`src/rtl/mem_port_arbiter_pkg.sv`:
```
// Shared encodings and legal parameter bounds for the CPU memory-port arbiter.
package mem_arb_pkg;

    localparam logic [1:0] ST_IDLE  = 2'd0;
    localparam logic [1:0] ST_GRANT = 2'd1;
    localparam logic [1:0] ST_WAIT  = 2'd2;

    localparam logic OWN_IF = 1'b0;
    localparam logic OWN_DM = 1'b1;

    localparam int MEM_LAT_MIN    = 1;
    localparam int MEM_LAT_MAX    = 4;
    localparam int STARVE_MAX_MIN = 1;
    localparam int STARVE_MAX_MAX = 15;

endpackage

```
`src/rtl/mem_port_arbiter_if.sv`:
```
// Bundles the fetch, data-stage and memory-side signals of the shared port.
interface mem_port_arbiter_if;

    logic        if_req;
    logic [15:0] if_addr;
    logic        if_gnt;
    logic        if_valid;
    logic [15:0] if_rdata;

    logic        dm_req;
    logic        dm_we;
    logic [15:0] dm_addr;
    logic [15:0] dm_wdata;
    logic        dm_gnt;
    logic        dm_valid;
    logic [15:0] dm_rdata;

    logic        mem_en;
    logic        mem_we;
    logic [15:0] mem_addr;
    logic [15:0] mem_wdata;
    logic [15:0] mem_rdata;

    logic        pipe_stall;

    // The master side is the pipeline plus the memory block around the arbiter.
    modport master (
        output if_req, if_addr, dm_req, dm_we, dm_addr, dm_wdata, mem_rdata,
        input  if_gnt, if_valid, if_rdata, dm_gnt, dm_valid, dm_rdata,
        input  mem_en, mem_we, mem_addr, mem_wdata, pipe_stall
    );

    modport slave (
        input  if_req, if_addr, dm_req, dm_we, dm_addr, dm_wdata, mem_rdata,
        output if_gnt, if_valid, if_rdata, dm_gnt, dm_valid, dm_rdata,
        output mem_en, mem_we, mem_addr, mem_wdata, pipe_stall
    );

endinterface

```
`src/rtl/mem_port_arbiter_rd_tracker.sv`:
```
// Delay line that follows an issued read for MEM_LAT cycles and flags the
// cycle in which MEM_RDATA must be captured, together with the read's owner.
module mem_rd_tracker #(
    parameter int MEM_LAT = 1
) (
    input  logic clk,
    input  logic rst_n,
    input  logic push,
    input  logic push_owner,
    output logic cap_strobe,
    output logic cap_owner
);
    import mem_arb_pkg::*;

    logic [MEM_LAT-1:0] vld;
    logic [MEM_LAT-1:0] own;

    always_ff @(posedge clk) begin
        if (!rst_n) begin
            vld <= '0;
            own <= {MEM_LAT{OWN_IF}};
        end else begin
            vld[0] <= push;
            own[0] <= push_owner;
            for (int i = 1; i < MEM_LAT; i++) begin
                vld[i] <= vld[i-1];
                own[i] <= own[i-1];
            end
        end
    end

    assign cap_strobe = vld[MEM_LAT-1];
    assign cap_owner  = own[MEM_LAT-1];

endmodule

```
`src/rtl/mem_port_arbiter.sv`:
```
// Shares the single 16-bit memory port between instruction fetch and the data
// stage: arbitrates, sequences each access, and routes read data back.
module mem_port_arbiter #(
    parameter int MEM_LAT    = 1,
    parameter int STARVE_MAX = 3
) (
    input logic               clk,
    input logic               rst_n,
    mem_port_arbiter_if.slave bus
);
    import mem_arb_pkg::*;

    logic [1:0]  state;
    logic        owner;
    logic        acc_we;
    logic [3:0]  starve_cnt;
    logic [15:0] addr_q;
    logic [15:0] wdata_q;
    logic [15:0] if_rdata_q;
    logic [15:0] dm_rdata_q;
    logic        if_valid_q;
    logic        dm_valid_q;

    logic any_req;
    logic dm_wins;
    logic in_grant;
    logic rd_push;
    logic cap_strobe;
    logic cap_owner;
    logic dm_rd_busy;

    // DM takes contested arbitrations until IF has lost STARVE_MAX in a row.
    always_comb begin
        any_req    = bus.if_req | bus.dm_req;
        dm_wins    = bus.dm_req & (~bus.if_req | (starve_cnt != 4'(STARVE_MAX)));
        in_grant   = (state == ST_GRANT);
        rd_push    = in_grant & ~acc_we;
        dm_rd_busy = (rd_push | (state == ST_WAIT)) & (owner == OWN_DM);
    end

    always_ff @(posedge clk) begin
        if (!rst_n) begin
            state      <= ST_IDLE;
            owner      <= OWN_IF;
            acc_we     <= 1'b0;
            addr_q     <= '0;
            wdata_q    <= '0;
            starve_cnt <= '0;
        end else begin
            case (state)
                ST_IDLE: begin
                    if (any_req) begin
                        state <= ST_GRANT;
                        if (dm_wins) begin
                            owner   <= OWN_DM;
                            acc_we  <= bus.dm_we;
                            addr_q  <= bus.dm_addr;
                            wdata_q <= bus.dm_wdata;
                            if (bus.if_req && (starve_cnt < 4'(STARVE_MAX)))
                                starve_cnt <= starve_cnt + 4'd1;
                        end else begin
                            owner      <= OWN_IF;
                            acc_we     <= 1'b0;
                            addr_q     <= bus.if_addr;
                            wdata_q    <= '0;
                            starve_cnt <= '0;
                        end
                    end
                end
                ST_GRANT: state <= acc_we ? ST_IDLE : ST_WAIT;
                ST_WAIT: begin
                    if (cap_strobe)
                        state <= ST_IDLE;
                end
                default: state <= ST_IDLE;
            endcase
        end
    end

    mem_rd_tracker #(
        .MEM_LAT(MEM_LAT)
    ) u_rd_tracker (
        .clk        (clk),
        .rst_n      (rst_n),
        .push       (rd_push),
        .push_owner (owner),
        .cap_strobe (cap_strobe),
        .cap_owner  (cap_owner)
    );

    // Reset clears the tracker too, so a read cut off mid-WAIT never returns.
    always_ff @(posedge clk) begin
        if (!rst_n) begin
            if_valid_q <= 1'b0;
            dm_valid_q <= 1'b0;
            if_rdata_q <= '0;
            dm_rdata_q <= '0;
        end else begin
            if_valid_q <= cap_strobe & (cap_owner == OWN_IF);
            dm_valid_q <= cap_strobe & (cap_owner == OWN_DM);
            if (cap_strobe) begin
                if (cap_owner == OWN_DM)
                    dm_rdata_q <= bus.mem_rdata;
                else
                    if_rdata_q <= bus.mem_rdata;
            end
        end
    end

    assign bus.if_gnt     = in_grant & (owner == OWN_IF);
    assign bus.dm_gnt     = in_grant & (owner == OWN_DM);
    assign bus.if_valid   = if_valid_q;
    assign bus.dm_valid   = dm_valid_q;
    assign bus.if_rdata   = if_rdata_q;
    assign bus.dm_rdata   = dm_rdata_q;
    assign bus.mem_en     = in_grant;
    assign bus.mem_we     = in_grant & acc_we;
    assign bus.mem_addr   = addr_q;
    assign bus.mem_wdata  = wdata_q;
    assign bus.pipe_stall = (bus.dm_req & ~bus.dm_gnt) | dm_rd_busy;

endmodule
```
`src/flat_wrapper.sv`:
```
// flat-port wrapper written by rule: the top's interface ports become plain ports
module mem_port_arbiter_flat import mem_arb_pkg::*;
#(
    parameter int MEM_LAT    = 1,
    parameter int STARVE_MAX = 3
)
  (clk, rst_n, bus_if_req, bus_if_addr, bus_dm_req, bus_dm_we, bus_dm_addr, bus_dm_wdata, bus_mem_rdata, bus_if_gnt, bus_if_valid, bus_if_rdata, bus_dm_gnt, bus_dm_valid, bus_dm_rdata, bus_mem_en, bus_mem_we, bus_mem_addr, bus_mem_wdata, bus_pipe_stall);
  mem_port_arbiter_if bus_i ();
  input logic clk;
  input logic rst_n;
  input wire logic [$bits(bus_i.if_req)-1:0] bus_if_req;
  input wire logic [$bits(bus_i.if_addr)-1:0] bus_if_addr;
  input wire logic [$bits(bus_i.dm_req)-1:0] bus_dm_req;
  input wire logic [$bits(bus_i.dm_we)-1:0] bus_dm_we;
  input wire logic [$bits(bus_i.dm_addr)-1:0] bus_dm_addr;
  input wire logic [$bits(bus_i.dm_wdata)-1:0] bus_dm_wdata;
  input wire logic [$bits(bus_i.mem_rdata)-1:0] bus_mem_rdata;
  output wire logic [$bits(bus_i.if_gnt)-1:0] bus_if_gnt;
  output wire logic [$bits(bus_i.if_valid)-1:0] bus_if_valid;
  output wire logic [$bits(bus_i.if_rdata)-1:0] bus_if_rdata;
  output wire logic [$bits(bus_i.dm_gnt)-1:0] bus_dm_gnt;
  output wire logic [$bits(bus_i.dm_valid)-1:0] bus_dm_valid;
  output wire logic [$bits(bus_i.dm_rdata)-1:0] bus_dm_rdata;
  output wire logic [$bits(bus_i.mem_en)-1:0] bus_mem_en;
  output wire logic [$bits(bus_i.mem_we)-1:0] bus_mem_we;
  output wire logic [$bits(bus_i.mem_addr)-1:0] bus_mem_addr;
  output wire logic [$bits(bus_i.mem_wdata)-1:0] bus_mem_wdata;
  output wire logic [$bits(bus_i.pipe_stall)-1:0] bus_pipe_stall;
  assign bus_i.if_req = bus_if_req;
  assign bus_i.if_addr = bus_if_addr;
  assign bus_i.dm_req = bus_dm_req;
  assign bus_i.dm_we = bus_dm_we;
  assign bus_i.dm_addr = bus_dm_addr;
  assign bus_i.dm_wdata = bus_dm_wdata;
  assign bus_i.mem_rdata = bus_mem_rdata;
  assign bus_if_gnt = bus_i.if_gnt;
  assign bus_if_valid = bus_i.if_valid;
  assign bus_if_rdata = bus_i.if_rdata;
  assign bus_dm_gnt = bus_i.dm_gnt;
  assign bus_dm_valid = bus_i.dm_valid;
  assign bus_dm_rdata = bus_i.dm_rdata;
  assign bus_mem_en = bus_i.mem_en;
  assign bus_mem_we = bus_i.mem_we;
  assign bus_mem_addr = bus_i.mem_addr;
  assign bus_mem_wdata = bus_i.mem_wdata;
  assign bus_pipe_stall = bus_i.pipe_stall;
  mem_port_arbiter #(.MEM_LAT(MEM_LAT), .STARVE_MAX(STARVE_MAX)) u_core (.clk(clk), .rst_n(rst_n), .bus(bus_i));
endmodule
```
`config.mk`:
```
export PLATFORM = sky130hd
export DESIGN_NAME = mem_port_arbiter_flat
export DESIGN_NICKNAME = d
export VERILOG_FILES = /design/src/rtl/mem_port_arbiter_pkg.sv /design/src/rtl/mem_port_arbiter_if.sv /design/src/rtl/mem_port_arbiter_rd_tracker.sv /design/src/rtl/mem_port_arbiter.sv /design/src/flat_wrapper.sv
export SDC_FILE = /design/constraint.sdc
export NUM_CORES = 1
export LEC_CHECK = 0
export ABC_AREA = 1
export CORE_MARGIN = 1
export CORE_UTILIZATION = 44
export CTS_CLUSTER_DIAMETER = 80
export DETAILED_ROUTE_END_ITERATION = 10
export PLACE_DENSITY = 0.83
export SETUP_SLACK_MARGIN = 0.05
export SKIP_LAST_GASP = 1
export SYNTH_ARGS = -nofsm -noshare
export SYNTH_HDL_FRONTEND = slang
export SYNTH_SLANG_ARGS = --single-unit
```
`constraint.sdc`:
```
create_clock -name clk -period 2.6 [get_ports clk]
set_input_delay 0.39 -clock clk [delete_from_list [all_inputs] [get_ports clk]]
set_output_delay 0.39 -clock clk [all_outputs]
set_load 0.02 [all_outputs]
```
==> metrics.txt, run 1 <==
# TYPE chip_impl_metric gauge
chip_impl_info{name="status",value="finished with violations"} 1
chip_impl_info{name="violations",value="DRC"} 1
chip_impl_metric{name="synth_warnings",unit=""} 0
chip_impl_metric{name="timing.critical_path.arrival",unit="ns"} 1.95
chip_impl_info{name="hold_end",value="u_core.bus.mem_addr[12]"} 1
chip_impl_metric{name="final_util",unit=""} 0.7141
chip_impl_metric{name="tritoncts.num_buffers",unit=""} 9
chip_impl_info{name="netlist_top_cells_count",value="nand2_1, nor2_1, dfxtp_1"} 1
chip_impl_metric{name="number_of_diodes_added_for_antenna_fixing",unit=""} 0
chip_impl_metric{name="synth.area.mux_share",unit=""} 0
chip_impl_info{name="synth.most_common_cell",value="nand2_1"} 1
chip_impl_metric{name="antenna_found_initial",unit=""} 0
chip_impl_metric{name="post-route-drc-count",unit=""} 12
chip_impl_metric{name="synth_enable_flop_cells",unit=""} 0
chip_impl_metric{name="fin_worst_hold_slack",unit="ns"} 0.4534
chip_impl_metric{name="synthesized_area_per_cell",unit="um2"} 7.476
chip_impl_metric{name="grt.total_usage",unit=""} 0.2421
chip_impl_metric{name="placed_area",unit="um2"} 4422
chip_impl_metric{name="synthSimpleGateAreaFrac",unit=""} 0.3490
chip_impl_metric{name="power.clock.fraction",unit=""} 0.319
chip_impl_metric{name="clk_latency",unit="ns"} 0.33
chip_impl_metric{name="detail_route.first_pass.iterations",unit=""} 8
chip_impl_info{name="synth_flop_cell",value="dfxtp_1"} 1
chip_impl_metric{name="internal-power",unit="mW"} 2.017
chip_impl_metric{name="ys_async_sr_fraction",unit=""} 0
chip_impl_metric{name="power_switching",unit="uW"} 743.1
chip_impl_metric{name="die_width",unit="um"} 84.44
chip_impl_info{name="synth_top_family_by_area",value="simple AND/OR/NAND/NOR gates"} 1
chip_impl_metric{name="clock_tree.htree_level_count",unit=""} 3
chip_impl_metric{name="cts_setup_buffers",unit=""} 0
chip_impl_metric{name="cts_buffer_depth",unit=""} 2
chip_impl_metric{name="period_minus_slack",unit="ns"} 2.335
chip_impl_info{name="setup_repair_after_global_routing_missed_its_margin",value="false"} 1
chip_impl_metric{name="seqPwrFrac",unit=""} 0.467
chip_impl_metric{name="post_synth_instance_area",unit="um2"} 2990
chip_impl_metric{name="synth-adder-area-share",unit=""} 0.004184
chip_impl_metric{name="reg2regPathDepth",unit=""} 5
chip_impl_metric{name="tns",unit="ns"} 0
chip_impl_metric{name="route.antenna.remaining_nets",unit=""} 0
chip_impl_metric{name="maximum_number_of_pins_on_one_net_before_global_route_repair",unit=""} 54
chip_impl_metric{name="seq_area_frac_synth",unit=""} 0.5088
chip_impl_metric{name="crit_required",unit="ns"} 2.21
chip_impl_metric{name="ioPinCount",unit=""} 140
chip_impl_metric{name="via_count_of_the_first_global_routing_pass",unit=""} 2938
chip_impl_info{name="hp-class",value="flip-flop to flip-flop"} 1
chip_impl_metric{name="maxSlewViolCount",unit=""} 0
chip_impl_info{name="rr_startpoint",value="u_core.u_rd_tracker.cap_strobe"} 1
chip_impl_metric{name="ff2ff_setup_slack",unit="ns"} 0.99
chip_impl_metric{name="postCtsHoldBufs",unit=""} 0
chip_impl_metric{name="dpl.hpwl",unit="mm"} 5.942
chip_impl_metric{name="final_layout_size_suffix_gt1_frac",unit=""} 0.04655
chip_impl_info{name="endpoint_kind",value="output port"} 1
chip_impl_metric{name="synthXorXnorAreaFrac",unit=""} 0
chip_impl_metric{name="p_leak",unit="nW"} 1.982
chip_impl_metric{name="syn_inst",unit=""} 400
chip_impl_metric{name="netlist-cell-type-count",unit=""} 22
chip_impl_info{name="post-synth-top-area-cell",value="dfxtp_1"} 1
chip_impl_metric{name="die_h",unit="um"} 84.44
chip_impl_metric{name="route.detailed.wl_per_inst",unit="um"} 13.62
chip_impl_metric{name="vdd.ir_drop.worst",unit="uV"} 346.3
chip_impl_metric{name="fmax",unit="MHz"} 428.2
chip_impl_metric{name="syn_nets",unit=""} 470
chip_impl_metric{name="p_sw_frac",unit=""} 0.2692
chip_impl_info{name="timing.critical_path.cells",value="inv_1 > nor2_1 > nand2_1 > o21ai_0 > nand2_1 > o21ai_0 > clkdlybuf4s50_1"} 1
chip_impl_metric{name="hold_viol",unit=""} 0
chip_impl_metric{name="worstPathMaxFanout",unit=""} 3
chip_impl_metric{name="floorplan.core_area",unit="um2"} 6459
chip_impl_metric{name="area_delta_synth_final",unit="%"} 54.23
chip_impl_metric{name="report.final.setup_viol",unit=""} 0
chip_impl_metric{name="post-place-cells",unit=""} 600
chip_impl_metric{name="port_buffers",unit=""} 139
chip_impl_metric{name="skew",unit="ns"} 0.008987
chip_impl_info{name="worstHoldStart",value="u_core.bus.mem_addr[12]"} 1
chip_impl_info{name="setup.worst_path.class",value="flip-flop to output port"} 1
chip_impl_metric{name="power_density",unit="nW/um2"} 598.5
chip_impl_info{name="capture_instance_of_the_worst_register_to_register_path",value="u_core.bus.if_rdata[9]"} 1
chip_impl_metric{name="cts_resized",unit=""} 0
chip_impl_metric{name="postRouteWirelength",unit="mm"} 8.365
chip_impl_info{name="max_stage_delay_cell_worst_path",value="clkdlybuf4s50_1"} 1
chip_impl_metric{name="final-instance-count-excl-fill",unit=""} 614
chip_impl_info{name="clock-root-buffer",value="clkbuf_8"} 1
chip_impl_metric{name="synth_top_area_frac",unit=""} 0.5088
chip_impl_metric{name="fp_rows",unit=""} 29
chip_impl_metric{name="drtIter0Drc",unit=""} 140
chip_impl_metric{name="place.gp.congestion",unit=""} 0.8053
chip_impl_metric{name="via_per_inst",unit=""} 4.863
chip_impl_metric{name="finalInstanceArea",unit="um2"} 4612
chip_impl_metric{name="finalCritPeriodShare",unit=""} 0.8982
chip_impl_metric{name="finalNetCount",unit=""} 604
chip_impl_info{name="largest_cells_by_area_after_synthesis",value="dfxtp_1, nand2_1, nor2_1, o21ai_0, nand3b_1"} 1
chip_impl_metric{name="max_cap_viol_count",unit=""} 0
chip_impl_metric{name="synth-seq-cells",unit=""} 76
chip_impl_metric{name="route.vias.total",unit=""} 2986
chip_impl_metric{name="globalRoute.totalOverflow",unit=""} 0
chip_impl_metric{name="worst_slew_pin_slew",unit="ns"} 0.7521
chip_impl_metric{name="synth_compound_area_frac",unit=""} 0.06736
chip_impl_metric{name="worst_path_clk_slew",unit="ns"} 0.07
chip_impl_metric{name="die_area",unit="um2"} 7130
chip_impl_metric{name="grt_pass1_wl",unit="mm"} 13.86
chip_impl_metric{name="timing.critical_path.slowest_cell_delay",unit="ns"} 0.62
chip_impl_info{name="setup.worst_path.start_class",value="flip-flop"} 1
chip_impl_metric{name="maxSlewHeadroom",unit=""} 0.4974
chip_impl_metric{name="whs_path_depth",unit=""} 2
chip_impl_metric{name="initial_core_util",unit=""} 0.4630
chip_impl_info{name="tritoncts",value="done"} 1
chip_impl_metric{name="cts.sink_count",unit=""} 76
chip_impl_metric{name="power.combinational.fraction",unit=""} 0.215
## power by group through the flow
stage               combinational [mW]  sequential (mW)  clock (mW)
floorplan                        0.205             1.39           0
global placement                 0.586             1.31           0
detailed placement               0.595             1.31           0
CTS                              0.598             1.29       0.897
global route                     0.643             1.30       0.948
finish                           0.593             1.29       0.880
## layout make-up
cell class,instances,area (um2)
clock buffers,12,155.1
clock inverters,2,35.03
fillers,534,1847
inverters,28,105.1
multi-input cells,275,1257
flip-flops and latches,76,1521
well taps,77,96.34
repair buffers,144,1441
## cells by family (layout without fill, tap and decap cells)
logic type                 count (synthesis)  count (layout)
and+or+nand+nor                          234             234
buffers and inverters                     49             186
adders and majority gates                  1               1
AOI/OAI and AO/OA                         40              40
DFF                                       76              76
## layout by cell type, fill, tap and decap left out, types with 2 or more instances in the layout
cell type	n
a21oi_1	2
buf_4	4
clkbuf_8	11
clkdlybuf4s50_1	139
dfxtp_1	76
inv_1	26
nand2_1	98
nand3_1	19
nand3b_1	17
nand4_1	15
nor2_1	79
nor2_4	3
o21ai_0	36
## how the worst max path moves through the flow
stage,from,end,cells past startpoint
floorplan,u_core.state[0],bus_pipe_stall,5
global placement,bus_dm_req,bus_pipe_stall,4
detailed placement,bus_dm_req,bus_pipe_stall,4
CTS,u_core.state[0],bus_pipe_stall,7
global route,u_core.state[0],bus_pipe_stall,7
finish,u_core.state[0],bus_pipe_stall,7
## worst max-delay path: cells and delay by family (launching register included)
kind                   cells  cell delay (ns)
AOI/OAI and AO/OA          2             0.20
DFF                        1             0.33
and+or+nand+nor            3             0.41
buffers and inverters      2             0.68
## state kept, by name, indices dropped and copies added (netlist names)
signal,flops
u_core.starve_cnt,4
u_core.acc_we,1
u_core.bus.dm_valid,1
u_core.bus.mem_addr,16
u_core.bus.dm_rdata,16
u_core.u_rd_tracker.cap_owner,1
u_core.owner,1
u_core.u_rd_tracker.cap_strobe,1
u_core.state,2
u_core.bus.if_valid,1
u_core.bus.mem_wdata,16
u_core.bus.if_rdata,16
## metrics by stage
step	setup slack [ns]	total power, mW
after floorplan	0.7404	1.600
after global placement	0.3979	1.895
after CTS	0.2416	2.782
after global routing	0.08888	2.888
final	0.2647	2.760
after detailed placement	0.3864	1.908
## metal layers
layer | vias to the layer above | GRT usage | share of wire
met4 | 0 | 0.08937 | 0.011
li1 | 1543 | - | -
met5 | - | 0 | 0
met3 | 8 | 0.06195 | 0.080
met2 | 91 | 0.4262 | 0.50
met1 | 1344 | 0.2854 | 0.41
(Power assumes the default switching activity.)
==> inputs of run 2 (changes only) <==
--- a/config.mk
+++ b/config.mk
@@ -6,11 +6,13 @@
 export NUM_CORES = 1
 export LEC_CHECK = 0
 export ABC_AREA = 1
+export CORE_ASPECT_RATIO = 1.75
 export CORE_MARGIN = 1
-export CORE_UTILIZATION = 44
+export CORE_UTILIZATION = 46
+export CTS_BUF_LIST = sky130_fd_sc_hd__clkbuf_8
 export CTS_CLUSTER_DIAMETER = 80
 export DETAILED_ROUTE_END_ITERATION = 10
-export PLACE_DENSITY = 0.83
+export PLACE_DENSITY = 0.86
 export SETUP_SLACK_MARGIN = 0.05
 export SKIP_LAST_GASP = 1
 export SYNTH_ARGS = -nofsm -noshare
==> metrics.txt, run 2 (same netlist as run 1, synthesis figures left out) <==
# TYPE chip_impl_metric gauge
chip_impl_metric{name="tot_pwr",unit="mW"} 2.705
chip_impl_metric{name="port_buffers",unit=""} 139
chip_impl_metric{name="grt.total_usage",unit=""} 0.2559
chip_impl_metric{name="final.fill_count",unit=""} 496
chip_impl_metric{name="maxSlewViolCount",unit=""} 0
chip_impl_info{name="hp-class",value="flip-flop to flip-flop"} 1
chip_impl_metric{name="placed_area",unit="um2"} 4428
chip_impl_metric{name="report.final.setup_viol",unit=""} 0
chip_impl_metric{name="place.gp.congestion",unit=""} 0.7746
chip_impl_metric{name="die_area",unit="um2"} 6840
chip_impl_metric{name="floorplan.core_area",unit="um2"} 6228
chip_impl_metric{name="max_cap_viol_count",unit=""} 0
chip_impl_metric{name="tritoncts.num_buffers",unit=""} 9
chip_impl_metric{name="hold_viol",unit=""} 0
chip_impl_metric{name="die_h",unit="um"} 108.7
chip_impl_metric{name="area_delta_synth_final",unit="%"} 54.23
chip_impl_info{name="layout.cells.most_common_list",value="clkdlybuf4s50_1, nand2_1, nor2_1"} 1
chip_impl_metric{name="number_of_diodes_added_for_antenna_fixing",unit=""} 0
chip_impl_metric{name="tns",unit="ns"} 0
chip_impl_metric{name="via_per_inst",unit=""} 4.918
chip_impl_metric{name="final_layout_size_suffix_gt1_frac",unit=""} 0.04991
chip_impl_info{name="status",value="complete, no violations"} 1
chip_impl_info{name="tritoncts",value="done"} 1
chip_impl_metric{name="final-instance-count-excl-fill",unit=""} 621
chip_impl_metric{name="p_leak",unit="nW"} 2.003
chip_impl_metric{name="crit_required",unit="ns"} 2.21
chip_impl_metric{name="internal-power",unit="mW"} 1.945
chip_impl_metric{name="finalInstanceArea",unit="um2"} 4612
chip_impl_metric{name="fin_worst_hold_slack",unit="ns"} 0.4497
chip_impl_info{name="mostFrequentLayoutCell",value="clkdlybuf4s50_1"} 1
chip_impl_metric{name="power.combinational.fraction",unit=""} 0.220
chip_impl_metric{name="globalRoute.totalOverflow",unit=""} 0
chip_impl_metric{name="die_width",unit="um"} 62.95
chip_impl_metric{name="route.detailed.wl_per_inst",unit="um"} 13.70
chip_impl_metric{name="finalCritPeriodShare",unit=""} 0.8444
chip_impl_metric{name="timing.critical_path.arrival",unit="ns"} 1.81
chip_impl_metric{name="seqPwrFrac",unit=""} 0.476
chip_impl_info{name="setup_repair_after_global_routing_missed_its_margin",value="false"} 1
chip_impl_metric{name="route.vias.total",unit=""} 3054
chip_impl_metric{name="ioPinCount",unit=""} 140
chip_impl_metric{name="detail_route.first_pass.iterations",unit=""} 4
chip_impl_metric{name="dpl.hpwl",unit="mm"} 6.062
chip_impl_info{name="clock-root-buffer",value="clkbuf_8"} 1
chip_impl_info{name="endpoint_kind",value="output port"} 1
chip_impl_metric{name="post-route-drc-count",unit=""} 0
chip_impl_info{name="setup.worst_path.start_class",value="flip-flop"} 1
chip_impl_metric{name="worst_path_clk_slew",unit="ns"} 0.07
chip_impl_metric{name="period_minus_slack",unit="ns"} 2.196
chip_impl_metric{name="maximum_number_of_pins_on_one_net_before_global_route_repair",unit=""} 54
chip_impl_metric{name="via_count_of_the_first_global_routing_pass",unit=""} 3141
chip_impl_metric{name="clk_latency",unit="ns"} 0.35
chip_impl_metric{name="vdd.ir_drop.worst",unit="uV"} 535.5
chip_impl_metric{name="worst_slew_pin_slew",unit="ns"} 0.6506
chip_impl_metric{name="post-place-cells",unit=""} 605
chip_impl_metric{name="power.clock.fraction",unit=""} 0.304
chip_impl_metric{name="fmax",unit="MHz"} 455.5
chip_impl_metric{name="initial_core_util",unit=""} 0.4801
chip_impl_metric{name="worstPathMaxFanout",unit=""} 3
chip_impl_metric{name="antenna_found_initial",unit=""} 0
chip_impl_metric{name="p_sw_frac",unit=""} 0.2809
chip_impl_metric{name="maxSlewHeadroom",unit=""} 0.5649
chip_impl_metric{name="cts_setup_buffers",unit=""} 0
chip_impl_metric{name="cts_buffer_depth",unit=""} 2
chip_impl_metric{name="fp_rows",unit=""} 38
chip_impl_metric{name="skew",unit="ns"} 0.004360
chip_impl_metric{name="grt_pass1_wl",unit="mm"} 13.70
chip_impl_metric{name="route.antenna.remaining_nets",unit=""} 0
chip_impl_metric{name="clock_tree.htree_level_count",unit=""} 3
chip_impl_metric{name="drtIter0Drc",unit=""} 127
chip_impl_info{name="setup.worst_path.class",value="flip-flop to output port"} 1
chip_impl_metric{name="cts.sink_count",unit=""} 76
chip_impl_metric{name="finalNetCount",unit=""} 606
chip_impl_metric{name="power_switching",unit="uW"} 759.9
chip_impl_metric{name="power_density",unit="nW/um2"} 586.6
chip_impl_metric{name="postRouteWirelength",unit="mm"} 8.506
[run 2: changes by cell type in the layout (fill, tap and decap cells not counted), sizes merged]
cell and change:
inv +3, bufinv -1, dlymetal6s2s +1, buf +2, clkdlybuf4s50 -1
[run 2: stage by stage]
stage          setup slack [ns]  utilization
2_1_floorplan            0.7404            -
3_3_place_gp             0.3689       0.7109
3_5_place_dp             0.3520       0.7109
4_1_cts                  0.2085       0.7401
5_1_grt                  0.2560       0.7405
6_report                 0.4045       0.7405
[run 2: final timing paths]
path | from | endpoint | slack [ns] | cells after the start
setup reg to reg | u_core.u_rd_tracker.cap_strobe | u_core.bus.if_rdata[3] | 0.90 | 5
hold / removal | u_core.bus.mem_addr[2] | u_core.bus.mem_addr[2] | 0.45 | 2
hold reg to reg | u_core.bus.mem_addr[2] | u_core.bus.mem_addr[2] | 0.45 | 2
setup / recovery | u_core.state[0] | bus_dm_gnt | 0.40 | 5
[run 2: worst max-delay path, stage by stage, from the launching register on]
cell,delay (ns)
dfxtp_1,0.33
inv_1,0.06
nor2_1,0.19
inv_1,0.10
nor2_1,0.14
clkdlybuf4s50_1,0.63
[run 2: routing by layer]
| layer | track usage | up-vias | part of all wire |
|---|---|---|---|
| met2 | 0.4916 | 104 | 0.53 |
| met4 | 0.1213 | 0 | 0.023 |
| met5 | 0 | - | 0 |
| met3 | 0.07741 | 16 | 0.069 |
| met1 | 0.2411 | 1392 | 0.37 |
| li1 | - | 1542 | - |
[run 2: timing repair]
| action | CTS | global route |
|---|---|---|
| setup endpoints to repair | 0 | 1 |
| gates resized for setup | 0 | 1 |
| hold buffers | 0 | 0 |
[run 2: power by group through the flow]
| stage | Combinational (mW) | Clock [mW] | Sequential, mW |
|---|---|---|---|
| finish | 0.595 | 0.823 | 1.29 |
| global route | 0.642 | 0.886 | 1.30 |
| CTS | 0.597 | 0.848 | 1.29 |
| detailed placement | 0.594 | 0 | 1.31 |
| global placement | 0.581 | 0 | 1.31 |
| floorplan | 0.205 | 0 | 1.39 |
[run 2: area by class of cell]
class                           instances  area (um2)  area share
Sequential cell                        76        1521      0.3299
Timing Repair Buffer                  146        1446      0.3136
Multi-Input combinational cell        275        1257      0.2727
Clock buffer                           12       165.2     0.03581
Inverter                               28       105.1     0.02279
Tap cell                               80       100.1     0.02170
Clock inverter                          4       16.27    0.003527
==> inputs of run 3 (changes only) <==
--- a/config.mk
+++ b/config.mk
@@ -8,11 +8,11 @@
 export ABC_AREA = 1
 export CORE_ASPECT_RATIO = 1.75
 export CORE_MARGIN = 1
-export CORE_UTILIZATION = 46
+export CORE_UTILIZATION = 38
 export CTS_BUF_LIST = sky130_fd_sc_hd__clkbuf_8
 export CTS_CLUSTER_DIAMETER = 80
 export DETAILED_ROUTE_END_ITERATION = 10
-export PLACE_DENSITY = 0.86
+export PLACE_DENSITY = 0.76
 export SETUP_SLACK_MARGIN = 0.05
 export SKIP_LAST_GASP = 1
 export SYNTH_ARGS = -nofsm -noshare
==> constraint.sdc (replaced) <==
create_clock -name clk -period 1.94 [get_ports clk]
set_input_delay 0.291 -clock clk [delete_from_list [all_inputs] [get_ports clk]]
set_output_delay 0.291 -clock clk [all_outputs]
set_load 0.02 [all_outputs]
==> metrics.txt, run 3 (same netlist as run 1, synthesis figures left out) <==
# TYPE chip_impl_metric gauge
chip_impl_metric{name="dpl.hpwl",unit="mm"} 6.049
chip_impl_metric{name="final_util",unit=""} 0.6154
chip_impl_metric{name="cts.sink_count",unit=""} 76
chip_impl_metric{name="via_per_inst",unit=""} 4.715
chip_impl_metric{name="number_of_diodes_added_for_antenna_fixing",unit=""} 0
chip_impl_metric{name="clock_tree.htree_level_count",unit=""} 3
chip_impl_metric{name="globalRoute.totalOverflow",unit=""} 0
chip_impl_metric{name="met2_wirelength",unit="mm"} 4.521
chip_impl_metric{name="tritoncts.num_buffers",unit=""} 9
chip_impl_info{name="hp-class",value="flip-flop to flip-flop"} 1
chip_impl_info{name="setup.worst_path.start_class",value="flip-flop"} 1
chip_impl_metric{name="postRouteWirelength",unit="mm"} 8.289
chip_impl_metric{name="timing.critical_path.arrival",unit="ns"} 1.44
chip_impl_metric{name="initial_core_util",unit=""} 0.3952
chip_impl_metric{name="via_count_of_the_first_global_routing_pass",unit=""} 2884
chip_impl_metric{name="ioPinCount",unit=""} 140
chip_impl_metric{name="report.final.setup_viol",unit=""} 0
chip_impl_metric{name="antenna_found_initial",unit=""} 0
chip_impl_metric{name="finalNetCount",unit=""} 610
chip_impl_metric{name="port_buffers",unit=""} 139
chip_impl_metric{name="worst_slew_pin_slew",unit="ns"} 0.4984
chip_impl_metric{name="final_layout_size_suffix_gt1_frac",unit=""} 0.05882
chip_impl_metric{name="power_density",unit="nW/um2"} 767.9
chip_impl_metric{name="grt_pass1_wl",unit="mm"} 13.40
chip_impl_metric{name="post-route-drc-count",unit=""} 0
chip_impl_metric{name="worstPathMaxFanout",unit=""} 3
chip_impl_metric{name="drtIter0Drc",unit=""} 134
chip_impl_info{name="worstHoldStart",value="u_core.bus.mem_addr[14]"} 1
chip_impl_metric{name="post-place-cells",unit=""} 617
chip_impl_metric{name="hold_viol",unit=""} 0
chip_impl_metric{name="die_area",unit="um2"} 8242
chip_impl_metric{name="grt.total_usage",unit=""} 0.2041
chip_impl_metric{name="crit_required",unit="ns"} 1.65
chip_impl_metric{name="final.fill_count",unit=""} 716
chip_impl_metric{name="maxSlewHeadroom",unit=""} 0.6673
chip_impl_metric{name="maximum_number_of_pins_on_one_net_before_global_route_repair",unit=""} 34
chip_impl_metric{name="tns",unit="ns"} 0
chip_impl_metric{name="post_route_met1_wirelength",unit="mm"} 3.202
chip_impl_metric{name="route.detailed.wl_per_inst",unit="um"} 13.12
chip_impl_metric{name="floorplan.core_area",unit="um2"} 7567
chip_impl_metric{name="skew",unit="ns"} 0.004923
chip_impl_metric{name="p_leak",unit="nW"} 2.038
chip_impl_metric{name="max_cap_viol_count",unit=""} 0
chip_impl_metric{name="finalCritPeriodShare",unit=""} 0.8941
chip_impl_info{name="mostFrequentLayoutCell",value="clkdlybuf4s50_1"} 1
chip_impl_info{name="top_layer_used",value="met4"} 1
chip_impl_info{name="layout.cells.most_common_list",value="clkdlybuf4s50_1, nand2_1, nor2_1"} 1
chip_impl_metric{name="vdd.ir_drop.worst",unit="uV"} 603.2
chip_impl_info{name="setup.worst_path.class",value="flip-flop to output port"} 1
chip_impl_metric{name="met3_routed_wl",unit="um"} 427
chip_impl_info{name="status",value="complete, no violations"} 1
chip_impl_metric{name="final-instance-count-excl-fill",unit=""} 632
chip_impl_metric{name="regArea",unit="um2"} 1521
chip_impl_metric{name="die_h",unit="um"} 119.4
chip_impl_metric{name="die_width",unit="um"} 69.06
chip_impl_metric{name="route.antenna.remaining_nets",unit=""} 0
chip_impl_metric{name="clk_latency",unit="ns"} 0.34
chip_impl_metric{name="route.vias.total",unit=""} 2980
chip_impl_metric{name="detail_route.first_pass.iterations",unit=""} 4
chip_impl_info{name="clock-root-buffer",value="clkbuf_8"} 1
chip_impl_metric{name="place.gp.congestion",unit=""} 0.8246
chip_impl_metric{name="area_delta_synth_final",unit="%"} 55.73
chip_impl_metric{name="multi_input_comb_area",unit="um2"} 1257
chip_impl_metric{name="cts_buffer_depth",unit=""} 2
chip_impl_metric{name="fmax",unit="MHz"} 576.5
chip_impl_info{name="setup_repair_after_global_routing_missed_its_margin",value="false"} 1
chip_impl_metric{name="cts_setup_buffers",unit=""} 0
chip_impl_info{name="endpoint_kind",value="output port"} 1
chip_impl_info{name="tritoncts",value="done"} 1
chip_impl_info{name="rr_startpoint",value="u_core.u_rd_tracker.cap_strobe"} 1
chip_impl_metric{name="worst_path_clk_slew",unit="ns"} 0.07
chip_impl_metric{name="period_minus_slack",unit="ns"} 1.735
chip_impl_info{name="worst_setup_sp",value="u_core.state[0]"} 1
chip_impl_metric{name="fp_rows",unit=""} 42
chip_impl_metric{name="maxSlewViolCount",unit=""} 0
==> run 3: changes by cell type in the layout (fill, tap and decap cells not counted), sizes merged <==
cell           delta
clkdlybuf4s50     -4
dlygate4sd2       +2
inv               -1
clkdlybuf4s15     +1
clkinv            +1
buf               +4
==> run 3: power breakdown <==
group          internal, mW  total (mW)  switching [mW]  leakage [nW]
combinational         0.396       0.802           0.406          1.32
clock                 0.514        1.05           0.536        0.0976
sequential             1.67        1.72          0.0545         0.620
==> run 3: through the flow <==
step	area [um2]	setup slack [ns]	power (mW)	hold WS, ns
after floorplan	2990	0.1794	2.144	0.4248
after global placement	4493	0.01011	2.557	0.4374
after detailed placement	4493	0.01712	2.572	0.4387
after CTS	4657	0.004429	3.622	0.4548
after global routing	4657	0.05129	3.752	0.4704
final	4657	0.2055	3.576	0.4511
==> run 3: final timing paths <==
check	cells after the start	end	slack (ns)
worst max-delay path	7	bus_pipe_stall	0.21
worst min register to register	2	u_core.bus.mem_addr[14]	0.45
worst max register to register	5	u_core.bus.if_rdata[5]	0.59
worst min-delay path	2	u_core.bus.mem_addr[14]	0.45
==> run 3: what timing repair did <==
action,4_1_cts,5_1_grt
hold buffers,0,0
setup endpoints to repair,4,3
resized for setup,4,5
==> run 3: per-layer routing <==
layer	global-route usage	vias up
met2	0.3744	95
met3	0.05330	9
met4	0.08036	0
met1	0.2178	1330
met5	0	-
li1	-	1546
==> run 3: cell type report <==
class | count | share of cell area
multi-input combinational | 275 | 0.2700
timing repair buffer | 150 | 0.3208
tap | 88 | 0.02364
clock inverter | 4 | 0.003761
clock buffer | 11 | 0.03251
inverter | 28 | 0.02257
sequential | 76 | 0.3267
==> run 3: worst max-delay path: stages (launching register included) <==
cell      delay (ns)
dfxtp_1         0.33
inv_1           0.06
nor2_1          0.14
nand2_1         0.11
o21ai_0         0.12
nand2_1         0.07
o21ai_0         0.08
clkbuf_2        0.20
